File: config.mk
export PLATFORM = sky130hd
export DESIGN_NAME = decode_issue_stage
export DESIGN_NICKNAME = d
export VERILOG_FILES = /design/src/rtl/decode_issue_stage.sv
export SDC_FILE = /design/constraint.sdc
export NUM_CORES = 1
export LEC_CHECK = 0
export BUFFER_PORTS_ARGS = -buffer_cell sky130_fd_sc_hd__buf_2
export CORE_MARGIN = 5
export CORE_UTILIZATION = 54
export DETAILED_ROUTE_END_ITERATION = 8
export PLACE_DENSITY = 0.94
export REMOVE_ABC_BUFFERS = 1
export SYNTH_ARGS = -nofsm -noshare
export SYNTH_HDL_FRONTEND = slang
export SYNTH_SLANG_ARGS = --single-unit
File: constraint.sdc
create_clock -name i_clk -period 19.09 [get_ports i_clk]
set_input_delay 4.7725 -clock i_clk [delete_from_list [all_inputs] [get_ports i_clk]]
set_output_delay 4.7725 -clock i_clk [all_outputs]
set_load 0.01 [all_outputs]
File: src/rtl/decode_issue_stage.sv
// RV32I decode/issue stage: one decode slot, one issue register, 32-entry
// pending-write scoreboard with RAW/WAW stall, valid/ready hand-off to EX.
//
// Ports:
//   i_clk, i_rst            clock, async active-high reset
//   i_if_valid/o_if_ready   fetch handshake with i_if_instr, i_if_pc
//   o_addr_srcA/B           register_file read indices (rs1/rs2 of slot)
//   i_dataA/B               register_file read data (combinational)
//   i_wb_valid, i_wb_rd     write-back retirement, clears busy bit
//   i_flush                 kills slot and issue register
//   o_ex_* / i_ex_ready     issue register contents and EX handshake
//   o_stall                 slot occupied but blocked
module decode_issue_stage #(
    parameter int XLEN       = 32,
    parameter int REG_ADDR_W = 5
) (
    input  logic                  i_clk,
    input  logic                  i_rst,
    input  logic                  i_if_valid,
    output logic                  o_if_ready,
    input  logic [31:0]           i_if_instr,
    input  logic [XLEN-1:0]       i_if_pc,
    output logic [REG_ADDR_W-1:0] o_addr_srcA,
    output logic [REG_ADDR_W-1:0] o_addr_srcB,
    input  logic [XLEN-1:0]       i_dataA,
    input  logic [XLEN-1:0]       i_dataB,
    input  logic                  i_wb_valid,
    input  logic [REG_ADDR_W-1:0] i_wb_rd,
    input  logic                  i_flush,
    output logic                  o_ex_valid,
    input  logic                  i_ex_ready,
    output logic [XLEN-1:0]       o_ex_pc,
    output logic [XLEN-1:0]       o_ex_rs1_data,
    output logic [XLEN-1:0]       o_ex_rs2_data,
    output logic [XLEN-1:0]       o_ex_imm,
    output logic [REG_ADDR_W-1:0] o_ex_rd,
    output logic [6:0]            o_ex_opcode,
    output logic [2:0]            o_ex_funct3,
    output logic                  o_ex_funct7b5,
    output logic                  o_ex_reg_write,
    output logic                  o_ex_illegal,
    output logic                  o_stall
);
    localparam int NREG = 1 << REG_ADDR_W;

    localparam logic [6:0] OPC_OP     = 7'b0110011;
    localparam logic [6:0] OPC_OPIMM  = 7'b0010011;
    localparam logic [6:0] OPC_LOAD   = 7'b0000011;
    localparam logic [6:0] OPC_STORE  = 7'b0100011;
    localparam logic [6:0] OPC_BRANCH = 7'b1100011;
    localparam logic [6:0] OPC_LUI    = 7'b0110111;
    localparam logic [6:0] OPC_AUIPC  = 7'b0010111;
    localparam logic [6:0] OPC_JAL    = 7'b1101111;
    localparam logic [6:0] OPC_JALR   = 7'b1100111;
    localparam logic [6:0] OPC_MISC   = 7'b0001111;
    localparam logic [6:0] OPC_SYS    = 7'b1110011;

    typedef enum logic {SLOT_EMPTY, SLOT_OCC} slot_state_t;
    typedef enum logic {ISS_EMPTY, ISS_FULL} iss_state_t;

    slot_state_t slot_q, slot_d;
    iss_state_t  iss_q, iss_d;

    logic [31:0]           ins;
    logic [XLEN-1:0]       slot_pc;
    logic [NREG-1:0]       busy, busy_d;

    logic [6:0]            opc;
    logic [REG_ADDR_W-1:0] rs1, rs2, rd;
    logic is_op, is_opimm, is_load, is_store, is_branch;
    logic is_lui, is_auipc, is_jal, is_jalr, is_misc, is_sys;
    logic fmt_i, fmt_u, illegal;
    logic use_rs1, use_rs2, reg_write, hazard;
    logic slot_occ, iss_full, issue, accept;
    logic [XLEN-1:0] imm;

    assign opc = ins[6:0];
    assign rd  = ins[7 +: REG_ADDR_W];
    assign rs1 = ins[15 +: REG_ADDR_W];
    assign rs2 = ins[20 +: REG_ADDR_W];

    assign is_op     = (opc == OPC_OP);
    assign is_opimm  = (opc == OPC_OPIMM);
    assign is_load   = (opc == OPC_LOAD);
    assign is_store  = (opc == OPC_STORE);
    assign is_branch = (opc == OPC_BRANCH);
    assign is_lui    = (opc == OPC_LUI);
    assign is_auipc  = (opc == OPC_AUIPC);
    assign is_jal    = (opc == OPC_JAL);
    assign is_jalr   = (opc == OPC_JALR);
    assign is_misc   = (opc == OPC_MISC);
    assign is_sys    = (opc == OPC_SYS);

    assign fmt_i   = is_opimm | is_load | is_jalr | is_misc | is_sys;
    assign fmt_u   = is_lui | is_auipc;
    assign illegal = ~(is_op | fmt_i | is_store | is_branch | fmt_u | is_jal);

    assign use_rs1   = ~(is_lui | is_auipc | is_jal);
    assign use_rs2   = is_op | is_store | is_branch;
    assign reg_write = (is_op | is_opimm | is_load | fmt_u | is_jal | is_jalr)
                     & (rd != '0);

    // busy[0] is held at zero, so x0 never causes a stall
    assign hazard = (use_rs1 & busy[rs1])
                  | (use_rs2 & busy[rs2])
                  | (reg_write & busy[rd]);

    always_comb begin
        imm = '0;
        unique case (1'b1)
            fmt_i:     imm = {{(XLEN-11){ins[31]}}, ins[30:20]};
            is_store:  imm = {{(XLEN-11){ins[31]}}, ins[30:25], ins[11:7]};
            is_branch: imm = {{(XLEN-12){ins[31]}}, ins[7], ins[30:25],
                              ins[11:8], 1'b0};
            fmt_u:     imm = {{(XLEN-31){ins[31]}}, ins[30:12], 12'b0};
            is_jal:    imm = {{(XLEN-20){ins[31]}}, ins[19:12], ins[20],
                              ins[30:21], 1'b0};
            default:   imm = '0;
        endcase
    end

    assign slot_occ = (slot_q == SLOT_OCC);
    assign iss_full = (iss_q == ISS_FULL);
    assign issue    = slot_occ & ~hazard & (~iss_full | i_ex_ready) & ~i_flush;
    assign accept   = i_if_valid & o_if_ready & ~i_flush;

    assign o_if_ready  = ~slot_occ | issue;
    assign o_addr_srcA = rs1;
    assign o_addr_srcB = rs2;
    assign o_ex_valid  = iss_full;
    assign o_stall     = slot_occ & (hazard | (iss_full & ~i_ex_ready));

    always_ff @(posedge i_clk or posedge i_rst) begin
        if (i_rst) begin
            slot_q <= SLOT_EMPTY;
            iss_q  <= ISS_EMPTY;
            busy   <= '0;
        end else begin
            slot_q <= slot_d;
            iss_q  <= iss_d;
            busy   <= busy_d;
        end
    end

    always_comb begin
        slot_d = slot_q;
        iss_d  = iss_q;
        if (i_flush) begin
            slot_d = SLOT_EMPTY;
        end else if (accept) begin
            slot_d = SLOT_OCC;
        end else if (issue) begin
            slot_d = SLOT_EMPTY;
        end
        if (i_flush) begin
            iss_d = ISS_EMPTY;
        end else if (issue) begin
            iss_d = ISS_FULL;
        end else if (i_ex_ready) begin
            iss_d = ISS_EMPTY;
        end
    end

    // clears first so a same-edge set on the same index wins
    always_comb begin
        busy_d = busy;
        if (i_wb_valid) begin
            busy_d[i_wb_rd] = 1'b0;
        end
        if (i_flush & iss_full & o_ex_reg_write) begin
            busy_d[o_ex_rd] = 1'b0;
        end
        if (issue & reg_write) begin
            busy_d[rd] = 1'b1;
        end
        busy_d[0] = 1'b0;
    end

    always_ff @(posedge i_clk or posedge i_rst) begin
        if (i_rst) begin
            ins     <= '0;
            slot_pc <= '0;
        end else if (accept) begin
            ins     <= i_if_instr;
            slot_pc <= i_if_pc;
        end
    end

    always_ff @(posedge i_clk or posedge i_rst) begin
        if (i_rst) begin
            o_ex_pc        <= '0;
            o_ex_rs1_data  <= '0;
            o_ex_rs2_data  <= '0;
            o_ex_imm       <= '0;
            o_ex_rd        <= '0;
            o_ex_opcode    <= '0;
            o_ex_funct3    <= '0;
            o_ex_funct7b5  <= 1'b0;
            o_ex_reg_write <= 1'b0;
            o_ex_illegal   <= 1'b0;
        end else if (issue) begin
            o_ex_pc        <= slot_pc;
            o_ex_rs1_data  <= i_dataA;
            o_ex_rs2_data  <= i_dataB;
            o_ex_imm       <= imm;
            o_ex_rd        <= rd;
            o_ex_opcode    <= opc;
            o_ex_funct3    <= ins[14:12];
            o_ex_funct7b5  <= ins[30];
            o_ex_reg_write <= reg_write;
            o_ex_illegal   <= illegal;
        end
    end
endmodule

==> reports/results.ini, run 1 <==
[cts]
cts_setup_buffers = 0
cts_tree = yes
clock-root-buffer = clkbuf_16
h-tree-depth = 1
cts-buffers-inserted = 26
cts.sink_count = 243
clock_latency_ns = 0.54
clk_pin_slew_worst_paths_ns = 0.06
cts_hold_repair.buffers = 0
cts-resized-gates = 0
clockBufferDepth = 3

[worst_setup_path]
path_max_fanout = 3
crit_path_start_kind = input port
cp.required_ns = 14.32
crit_arrival_ns = 5.70
criticalPathCategory = in2out
worstSetupStartpoint = i_ex_ready
cp-end-kind = output port
r2r_start = ins[16]

[sta]
grt_setup_unrepaired = false
hold_viol = 0
slew_headroom = 0.306
finalSetupViolCount = 0
max_freq_mhz = 95.5
slew_viol_final = 0
skew_ns = 0.0252
worst_slew_pin_slew_ns = 1.04
layout_min_cycle_time_ns = 10.47
final.setup.worst_slack_ns = 8.62
timing.setup.tns_ns = 0
final.period_utilization = 0.549

[placement]
pre_cts_slack_ns = 8.61
routabilityCongestion = 0.953
port_buffers = 297
hpwl_mm = 20.9

[grt]
grt_pass1_wl_mm = 45.9
grt_max_degree = 108
antenna_found_initial = 1
grt_use_total = 0.257
overflow = 0
first_global_vias = 8442

[synth]
ys_warn_count = 0
synth-compound-area-share = 0.0934
synthTopCellsByArea = dfrtp_1, mux2_2, mux2_1
synth_top_cell_area_share = 0.567
synthDistinctLibCells = 53
synth_edf_count = 0
synthArstFlopShare = 1.00
synth_mux_area_frac = 0.234
syn_inst = 818
synthFlopType = dfrtp_1
synth_seq_cells = 243
synth_top_family_by_area = multiplexers
syn_area_um2 = 10700
synth-simple-area-share = 0.0686
syn_avg_cell_area_um2 = 13.1
seq_area_frac_synth = 0.567
synth_xor_xnor_area_share = 0
yosys.area.top_type = dfrtp_1
synth_adder_area_share = 0

[routing]
dr_total_vias = 7998
antenna_left = 0
drt_iter0_markers = 479
firstDrtPassIters = 5
wl_mm = 29.6
routedWlPerCell_um = 21.6
avgViaCountPerCell = 5.83
drc = 0

[power_and_ir_drop]
p_per_area_nw_per_um2 = 141
ir_worst_vdd_mv = 0.105
p_leak_nw = 6.05

[layout]
drive_above_1_share = 0.443
nets = 1227
diodes = 0
area_growth_pct = 22.0

[die]
initial_core_util = 0.550
io_pins = 298
fp.dieArea_um2 = 22800
die_y_um = 151
rows = 51
die_w_um = 151
core_area_um2 = 19500

[min_path]
hp-class = reg2reg
worstHoldStart = o_ex_imm[11]

[run]
maxCapViolations = 0

[outcome]
outcome = finished clean

## path summary, 6_finish.rpt
| check | to | slack (ns) | depth (start not counted) |
|---|---|---|---|
| min reg2reg | o_ex_imm[11] | 0.47 | 2 |
| max | o_if_ready | 8.62 | 7 |
| max reg2reg | busy[17] | 14.39 | 9 |
| max in group asynchronous | busy[9] | 13.29 | 3 |
| min in group asynchronous | o_ex_rs1_data[23] | 4.33 | 2 |
| min | o_ex_imm[11] | 0.47 | 2 |
## worst max-delay path, stage by stage
cell,delay [ns]
buf_2,0.07
nand2b_1,0.15
nand3b_1,0.14
a41oi_2,0.24
nand3_4,0.09
nand2_1,0.10
buf_2,0.14
## cell type report
type                       instances  area (um2)
clock inverter                     7        90.1
sequential                       243        6080
multi-input combinational        507        4260
tap                              265         332
clock buffer                      39         759
inverter                           7        33.8
timing repair buffer             303        1530
fill                            1391        6440
## sequential cells by signal, indices dropped and copies added (netlist names), 3 cells and up
signal and cells:
o_ex_rs1_data 32, slot_pc 32, o_ex_rs2_data 32, o_ex_opcode 7
o_ex_funct3 3, o_ex_pc 32, ins 32, o_ex_rd 5
busy 31, o_ex_imm 32
## layout by cell type, fill, tap and decap left out, drive strengths merged, types with 3 or more instances in the layout
| cell type | netlist | routed |
|---|---|---|
| and2 | 5 | 5 |
| inv | 7 | 7 |
| mux2i | 16 | 16 |
| mux2 | 181 | 181 |
| clkbuf | 17 | 39 |
| o221ai | 32 | 32 |
| nand2b | 3 | 3 |
| or3b | 7 | 7 |
| nand2 | 58 | 58 |
| buf | 44 | 303 |
| nor3b | 3 | 3 |
| or3 | 6 | 6 |
| o21ai | 74 | 74 |
| a22oi | 7 | 7 |
| nor2 | 14 | 14 |
| nand3 | 10 | 10 |
| nand3b | 12 | 12 |
| mux4 | 14 | 14 |
| nor3 | 5 | 5 |
| a21oi | 26 | 26 |
| dfrtp | 243 | 243 |
| nor2b | 5 | 5 |
| clkinv | 0 | 4 |
| o21a | 3 | 3 |
## Yosys cell counts (2+ instances only)
| cell type | number |
|---|---|
| o21ai_0 | 50 |
| a221oi_1 | 2 |
| buf_6 | 8 |
| a22oi_1 | 7 |
| nand2_1 | 58 |
| nand3_1 | 9 |
| dfrtp_1 | 243 |
| mux4_2 | 14 |
| a21oi_1 | 25 |
| inv_1 | 7 |
| nand3b_1 | 12 |
| mux2_2 | 121 |
| o221ai_1 | 32 |
| nor3_1 | 5 |
| or3b_1 | 2 |
| mux2_1 | 60 |
| o22a_1 | 2 |
| o21a_1 | 3 |
| nor3b_1 | 3 |
| o21ai_1 | 24 |
| nor2b_1 | 5 |
| or2_2 | 2 |
| or3_1 | 6 |
| mux2i_1 | 16 |
| nor2_1 | 14 |
| and2_1 | 5 |
| clkbuf_1 | 17 |
| nand2b_1 | 3 |
| buf_2 | 21 |
| or3b_2 | 5 |
| buf_4 | 15 |
## stage by stage
step                power, mW  area (um2)  utilization  instances  hold WS, ns
floorplan                1.09       10400            -        757        0.454
global placement         1.31       12200        0.627       1325        0.452
detailed placement       1.36       12200        0.627       1325        0.465
CTS                      1.85       13100        0.670       1371        0.479
global route             1.94       13100        0.670       1371        0.500
finish                   1.84       13100        0.670       1371        0.474
## power breakdown
| part | leakage, nW | internal, mW | total, mW | switching, mW |
|---|---|---|---|---|
| Combinational | 2.63 | 0.259 | 0.525 | 0.266 |
| Clock | 0.409 | 0.289 | 0.495 | 0.206 |
| Sequential | 3.01 | 0.682 | 0.824 | 0.142 |
| Total | 6.05 | 1.23 | 1.84 | 0.615 |
## cells by family after synthesis
kind of cell,count (synthesis)
flip-flops,243
multiplexers,211
AO/OA/AOI/OAI,157
AND/OR/NAND/NOR,139
buffers and inverters,68
## per-layer routing
layer / vias to the layer above / routed length (um) / share of wire / global-route usage
met5: - / 13 / 0.00044 / 0
met3: 70 / 2780 / 0.094 / 0.0694
met1: 3946 / 11400 / 0.38 / 0.336
met2: 435 / 14600 / 0.49 / 0.424
li1: 3545 / - / - / -
met4: 2 / 830 / 0.028 / 0.0743
(Power assumes the default switching activity.)
==> inputs of run 2 (changes only) <==
CORE_UTILIZATION = 53   (was 54)
PLACE_DENSITY = 0.93   (was 0.94)
clock period = 10.4 ns   (was 19.09 ns; I/O delays follow)
==> reports/results.ini, run 2 (synthesized netlist as in run 1, its figures left out) <==
[outcome]
outcome = finished clean

[layout]
area_growth_pct = 22.4
nets = 1227  ; unchanged
final_common_cell = buf_2
drive_above_1_share = 0.446  ; +0.00281
ff_latch_area_um2 = 6080  ; unchanged
multi_input_area_um2 = 4260  ; unchanged
fin_area_um2 = 13100  ; +0.36%
diodes = 0  ; unchanged
nFillCells = 1429  ; +2.7%
layout_common_cells = buf_2, dfrtp_1, mux2_2

[cts]
cts_tree = yes
cts_setup_buffers = 0  ; unchanged
clock-root-buffer = clkbuf_16
cts-buffers-inserted = 26  ; unchanged
h-tree-depth = 1  ; unchanged
cts.sink_count = 243  ; unchanged
cts-resized-gates = 0  ; unchanged
clock_latency_ns = 0.53  ; about the same
clockBufferDepth = 3  ; unchanged
cts_hold_repair.buffers = 0  ; unchanged
clk_pin_slew_worst_paths_ns = 0.05  ; about the same

[placement]
pre_cts_slack_ns = 4.00  ; -4.61 ns
post_dp_cell_area_um2 = 12200  ; about the same
routabilityCongestion = 0.964  ; +1.2%
port_buffers = 297  ; unchanged
hpwl_mm = 20.1  ; -3.5%

[routing]
drc = 0  ; unchanged
wl_mm = 28.8  ; -2.8%
drt_iter0_markers = 569  ; +19%
antenna_left = 0  ; unchanged
firstDrtPassIters = 5  ; unchanged
routedWlPerCell_um = 20.9  ; -3.3%
avgViaCountPerCell = 5.81  ; -0.43%
dr_total_vias = 8004  ; +0.075%

[min_path]
hp-class = reg2reg
worstHoldStart = o_ex_illegal

[die]
die_w_um = 152  ; +0.87%
fp.dieArea_um2 = 23200  ; +1.8%
core_area_um2 = 20100  ; +3.0%
io_pins = 298  ; unchanged
initial_core_util = 0.534  ; -0.0158
rows = 52  ; +2.0%
die_y_um = 152  ; +0.87%

[power_and_ir_drop]
p_sw_mw = 1.11  ; +80%
p_comb_frac = 0.280  ; -0.005
ir_worst_vdd_mv = 0.241  ; +130%
p_leak_nw = 6.08  ; +0.49%
swShare = 0.325  ; -0.00800
p_clk_frac = 0.278  ; +0.010
seqPwrFrac = 0.442  ; -0.005
intPower_mw = 2.30  ; +87%
p_per_area_nw_per_um2 = 259  ; +84%

[grt]
grt_pass1_wl_mm = 46.4  ; +1.1%
grt_max_degree = 122  ; +13%
grt_use_total = 0.245  ; -0.0120
overflow = 0  ; unchanged
first_global_vias = 8411  ; -0.37%
antenna_found_initial = 2  ; +1

[worst_setup_path]
path_max_fanout = 23  ; +20
worstSetupStartpoint = i_ex_ready
cp-end-kind = output port
cp_slowest_cell = nand3_4
crit_path_start_kind = input port
criticalPathCategory = in2out
cp_slowest_stage_delay_ns = 0.31  ; +0.07 ns
cp_num_buf_inv = 2  ; unchanged
crit_top_cell = buf_2
crit_arrival_ns = 3.80  ; -1.90 ns
path_cells = buf_2, nand2b_1, nand3b_1, a41oi_2, nand3_4, nand2_1, buf_2
cp.required_ns = 7.80  ; -6.52 ns
r2r_start = ins[16]
crit_family = simple AND/OR/NAND/NOR gates

[sta]
finalSetupViolCount = 0  ; unchanged
final.period_utilization = 0.615
layout_min_cycle_time_ns = 6.40
max_freq_mhz = 156
slew_headroom = 0.373  ; +0.0670
worst_slew_pin_slew_ns = 0.941  ; -0.101 ns
timing.setup.tns_ns = 0  ; unchanged
final.setup.worst_slack_ns = 4.00  ; -4.62 ns
skew_ns = 0.0108  ; -0.0143 ns
grt_setup_unrepaired = false
hold_viol = 0  ; unchanged
slew_viol_final = 0  ; unchanged

[run]
maxCapViolations = 0  ; unchanged

-- run 2: cell count changes in the layout (fill, tap and decap cells not counted) --
cell / previous run / this run
clkinv_8: 0 / 1
clkinvlp_4: 2 / 1
clkinv_16: 1 / 0
clkinv_2: 3 / 6
clkbuf_1: 7 / 5
clkinv_4: 0 / 1
clkbuf_8: 6 / 5
bufinv_16: 1 / 3
-- run 2: area by class of cell --
type / instances / share of cell area
inverters: 7 / 0.00257
repair buffers: 303 / 0.117
clock inverters: 12 / 0.0116
well taps: 270 / 0.0257
multi-input cells: 507 / 0.324
clock buffers: 36 / 0.0562
flip-flops and latches: 243 / 0.463
-- run 2: final timing paths --
check	end	slack, ns	depth (start not counted)
worst max register to register	o_ex_rs2_data[26]	5.78	8
worst min register to register	o_ex_illegal	0.47	2
max in group asynchronous	o_ex_imm[29]	6.68	3
min in group asynchronous	o_ex_pc[27]	2.23	2
worst min-delay path	o_ex_illegal	0.47	2
worst max-delay path	o_if_ready	4.00	7
-- run 2: metal layers --
layer	vias up	share of wire	track usage
li1	3545	-	-
met1	3933	0.38	0.311
met2	419	0.49	0.402
met3	103	0.091	0.0724
met4	4	0.039	0.0869
met5	-	0.00080	0
-- run 2: worst register-to-register path, delay by kind of cell (launching register included) --
kind	cells	cell delay, ns
flops	1	0.85
mux	3	1.09
buf+inv	2	1.67
simple gates	2	0.48
compound gates	1	0.41
-- run 2: power groups by stage --
stage / Combinational [mW] / Sequential, mW / Clock (mW)
CTS: 0.965 / 1.50 / 0.958
global route: 1.03 / 1.55 / 1.01
floorplan: 0.429 / 1.58 / 0
detailed placement: 0.958 / 1.51 / 0
global placement: 0.919 / 1.48 / 0
finish: 0.953 / 1.51 / 0.947
-- run 2: metrics by stage --
step | utilization | cells | hold slack [ns] | power [mW]
after floorplan | - | 757 | 0.454 | 2.00
after global placement | 0.609 | 1330 | 0.456 | 2.40
after detailed placement | 0.609 | 1330 | 0.465 | 2.47
after CTS | 0.653 | 1378 | 0.478 | 3.42
after global routing | 0.653 | 1378 | 0.495 | 3.59
final | 0.653 | 1378 | 0.475 | 3.41
==> inputs of run 3 (changes only) <==
ABC_AREA = 1   (was default)
PLACE_DENSITY = 0.92   (was 0.93)
clock period = 6.66 ns   (was 10.4 ns; I/O delays follow)
==> reports/results.ini, run 3 <==
[layout]
nets = 1828  ; +49%
final_common_cell = nand2_1
drive_above_1_share = 0.217  ; -0.229
fin_area_um2 = 13900  ; +5.6%
area_growth_pct = 20.2
nFillCells = 1837  ; +29%
layout_common_cells = nand2_1, buf_2, nand3_1

[cts]
cts.sink_count = 243  ; unchanged
h-tree-depth = 1  ; unchanged
clk_pin_slew_worst_paths_ns = 0.06  ; about the same
clock-root-buffer = clkbuf_16
clockBufferDepth = 3  ; unchanged
cts_setup_buffers = 0  ; unchanged
cts_hold_repair.buffers = 0  ; unchanged
clock_latency_ns = 0.53  ; about the same
cts-buffers-inserted = 26  ; unchanged
cts_tree = yes
cts-resized-gates = 0  ; unchanged

[die]
rows = 54  ; +3.8%
fp.dieArea_um2 = 24800  ; +7.0%
core_area_um2 = 21600  ; +7.5%
die_y_um = 158  ; +3.5%
initial_core_util = 0.534  ; about the same
io_pins = 298  ; unchanged
die_w_um = 158  ; +3.5%

[worst_setup_path]
crit_path_start_kind = flip-flop
cp_slowest_stage_delay_ns = 0.78  ; +0.47 ns
worst-r2r-setup-slack_ns = 2.19  ; -3.59 ns
cp.required_ns = 4.99  ; -2.81 ns
worstSetupStartpoint = ins[7]
crit_arrival_ns = 3.74  ; -0.06 ns
cp-end-kind = output port
rr_worst_depth = 14  ; +6
cp_slowest_cell = dfrtp_1
crit_end = o_if_ready
path_cells = inv_2, nand2_1, nor2_1, nor2_4, nand3_2, nand3_2, nor2_4, nand2_8, nand2_1, buf_2
timing.rr.end = slot_pc[15]
criticalPathCategory = reg2out
path_max_fanout = 105  ; +360%
r2r_start = ins[7]

[synth]
seq_area_frac_synth = 0.527  ; -0.0397
synthArstFlopShare = 1.00  ; unchanged
syn_area_um2 = 11500  ; +7.5%
synth_top_cell_area_share = 0.527  ; -0.0397
syn_avg_cell_area_um2 = 7.94  ; -40%
synth_edf_count = 0  ; unchanged
synth_most_common_cell = nand2_1
syn_inst = 1454  ; +78%
netlist_top_cells_count = nand2_1, nand3_1, dfrtp_1
ys_warn_count = 0  ; unchanged
yosys.area.top_type = dfrtp_1
synthTopCellsByArea = dfrtp_1, nand2_1, nand3_1
synth_seq_cells = 243  ; unchanged
synthDistinctLibCells = 29  ; -45%
synthFlopType = dfrtp_1

[sta]
hold_viol = 0  ; unchanged
worst_slew_pin_slew_ns = 0.977  ; +0.0365 ns
timing.setup.tns_ns = 0  ; unchanged
slew_viol_final = 0  ; unchanged
final.setup.worst_slack_ns = 1.26  ; -2.75 ns
finalSetupViolCount = 0  ; unchanged
skew_ns = 0.0173  ; +0.00649 ns
grt_setup_unrepaired = false
slew_headroom = 0.349  ; -0.0243
final.period_utilization = 0.811
layout_min_cycle_time_ns = 5.40
max_freq_mhz = 185

[grt]
grt_use_total = 0.281  ; +0.0360
grt_max_degree = 152  ; +25%
first_global_vias = 10700  ; +28%
grt_pass1_wl_mm = 55.9  ; +21%
overflow = 0  ; unchanged
antenna_found_initial = 2  ; unchanged

[routing]
avgViaCountPerCell = 5.66  ; -2.6%
drc = 0  ; unchanged
firstDrtPassIters = 6  ; +1
antenna_left = 0  ; unchanged
wl_mm = 35.9  ; +25%
dr_total_vias = 11200  ; +41%
routedWlPerCell_um = 18.1  ; -14%
drt_iter0_markers = 1280  ; +120%

[outcome]
outcome = finished clean

[min_path]
hp-class = reg2reg

[placement]
pre_cts_slack_ns = 1.77  ; -2.23 ns
post_dp_cell_area_um2 = 13000  ; +6.2%
routabilityCongestion = 0.996  ; +3.3%
hpwl_mm = 24.4  ; +21%
port_buffers = 297  ; unchanged

[power_and_ir_drop]
ir_worst_vdd_mv = 0.300  ; +25%
p_per_area_nw_per_um2 = 396  ; +53%
p_leak_nw = 7.66  ; +26%

[run]
maxCapViolations = 0  ; unchanged

==> run 3: changes by cell type in the layout (fill, tap and decap cells not counted), sizes merged, moves of 27 or more <==
| cell | before | now |
|---|---|---|
| inv | 7 | 76 |
| nand3 | 10 | 250 |
| nor2 | 14 | 60 |
| o21ai | 74 | 47 |
| nand2 | 58 | 564 |
| nand4 | 2 | 34 |
| mux2 | 181 | 0 |
==> run 3: cells by family after synthesis <==
family                 Yosys count  synth area share
DFF                            243             0.527
and+or+nand+nor                917             0.339
AOI/OAI and AO/OA              119            0.0660
buffers and inverters          175            0.0678
==> run 3: critical path, delay by kind of cell (launching register included) <==
kind	cells	cell delay [ns]
simple gates	8	1.93
flops	1	0.78
buf+inv	2	0.46
==> run 3: layer usage <==
layer,GRT usage,share of wire,vias up
met5,0,0.00031,-
li1,-,-,5239
met1,0.397,0.40,5295
met2,0.424,0.46,622
met4,0.108,0.037,2
met3,0.0654,0.10,90
==> run 3: worst min path at each step <==
stage                           start           endpoint  cells past startpoint
floorplan                  slot_pc[0]         slot_pc[0]                      2
global placement     o_ex_rs1_data[9]   o_ex_rs1_data[9]                      2
detailed placement  o_ex_rs2_data[19]  o_ex_rs2_data[19]                      2
CTS                      o_ex_imm[29]       o_ex_imm[29]                      2
global route         o_ex_rs2_data[4]   o_ex_rs2_data[4]                      2
finish              o_ex_rs2_data[19]  o_ex_rs2_data[19]                      2
==> run 3: area by class of cell <==
cell class	count	area (um2)	share of cell area
sequential	243	6080	0.438
multi-input combinational	1036	4710	0.339
antenna	1	2.50	0.000180
inverter	76	293	0.0211
clock inverter	8	105	0.00758
tap	280	350	0.0253
clock buffer	38	766	0.0552
timing repair buffer	306	1570	0.113
==> run 3: where the power goes <==
group | switching [mW] | total (mW) | internal, mW
combinational | 1.16 | 1.76 | 0.595
clock | 0.587 | 1.46 | 0.874
sequential | 0.355 | 2.27 | 1.92
total | 2.10 | 5.49 | 3.39
==> run 3: stage by stage <==
step / hold WS [ns] / utilization / total power [mW] / cells
floorplan: 0.443 / - / 3.21 / 1355
global placement: 0.449 / 0.601 / 3.95 / 1941
detailed placement: 0.453 / 0.601 / 4.03 / 1941
CTS: 0.468 / 0.641 / 5.49 / 1987
global route: 0.484 / 0.642 / 5.82 / 1988
finish: 0.465 / 0.642 / 5.49 / 1988
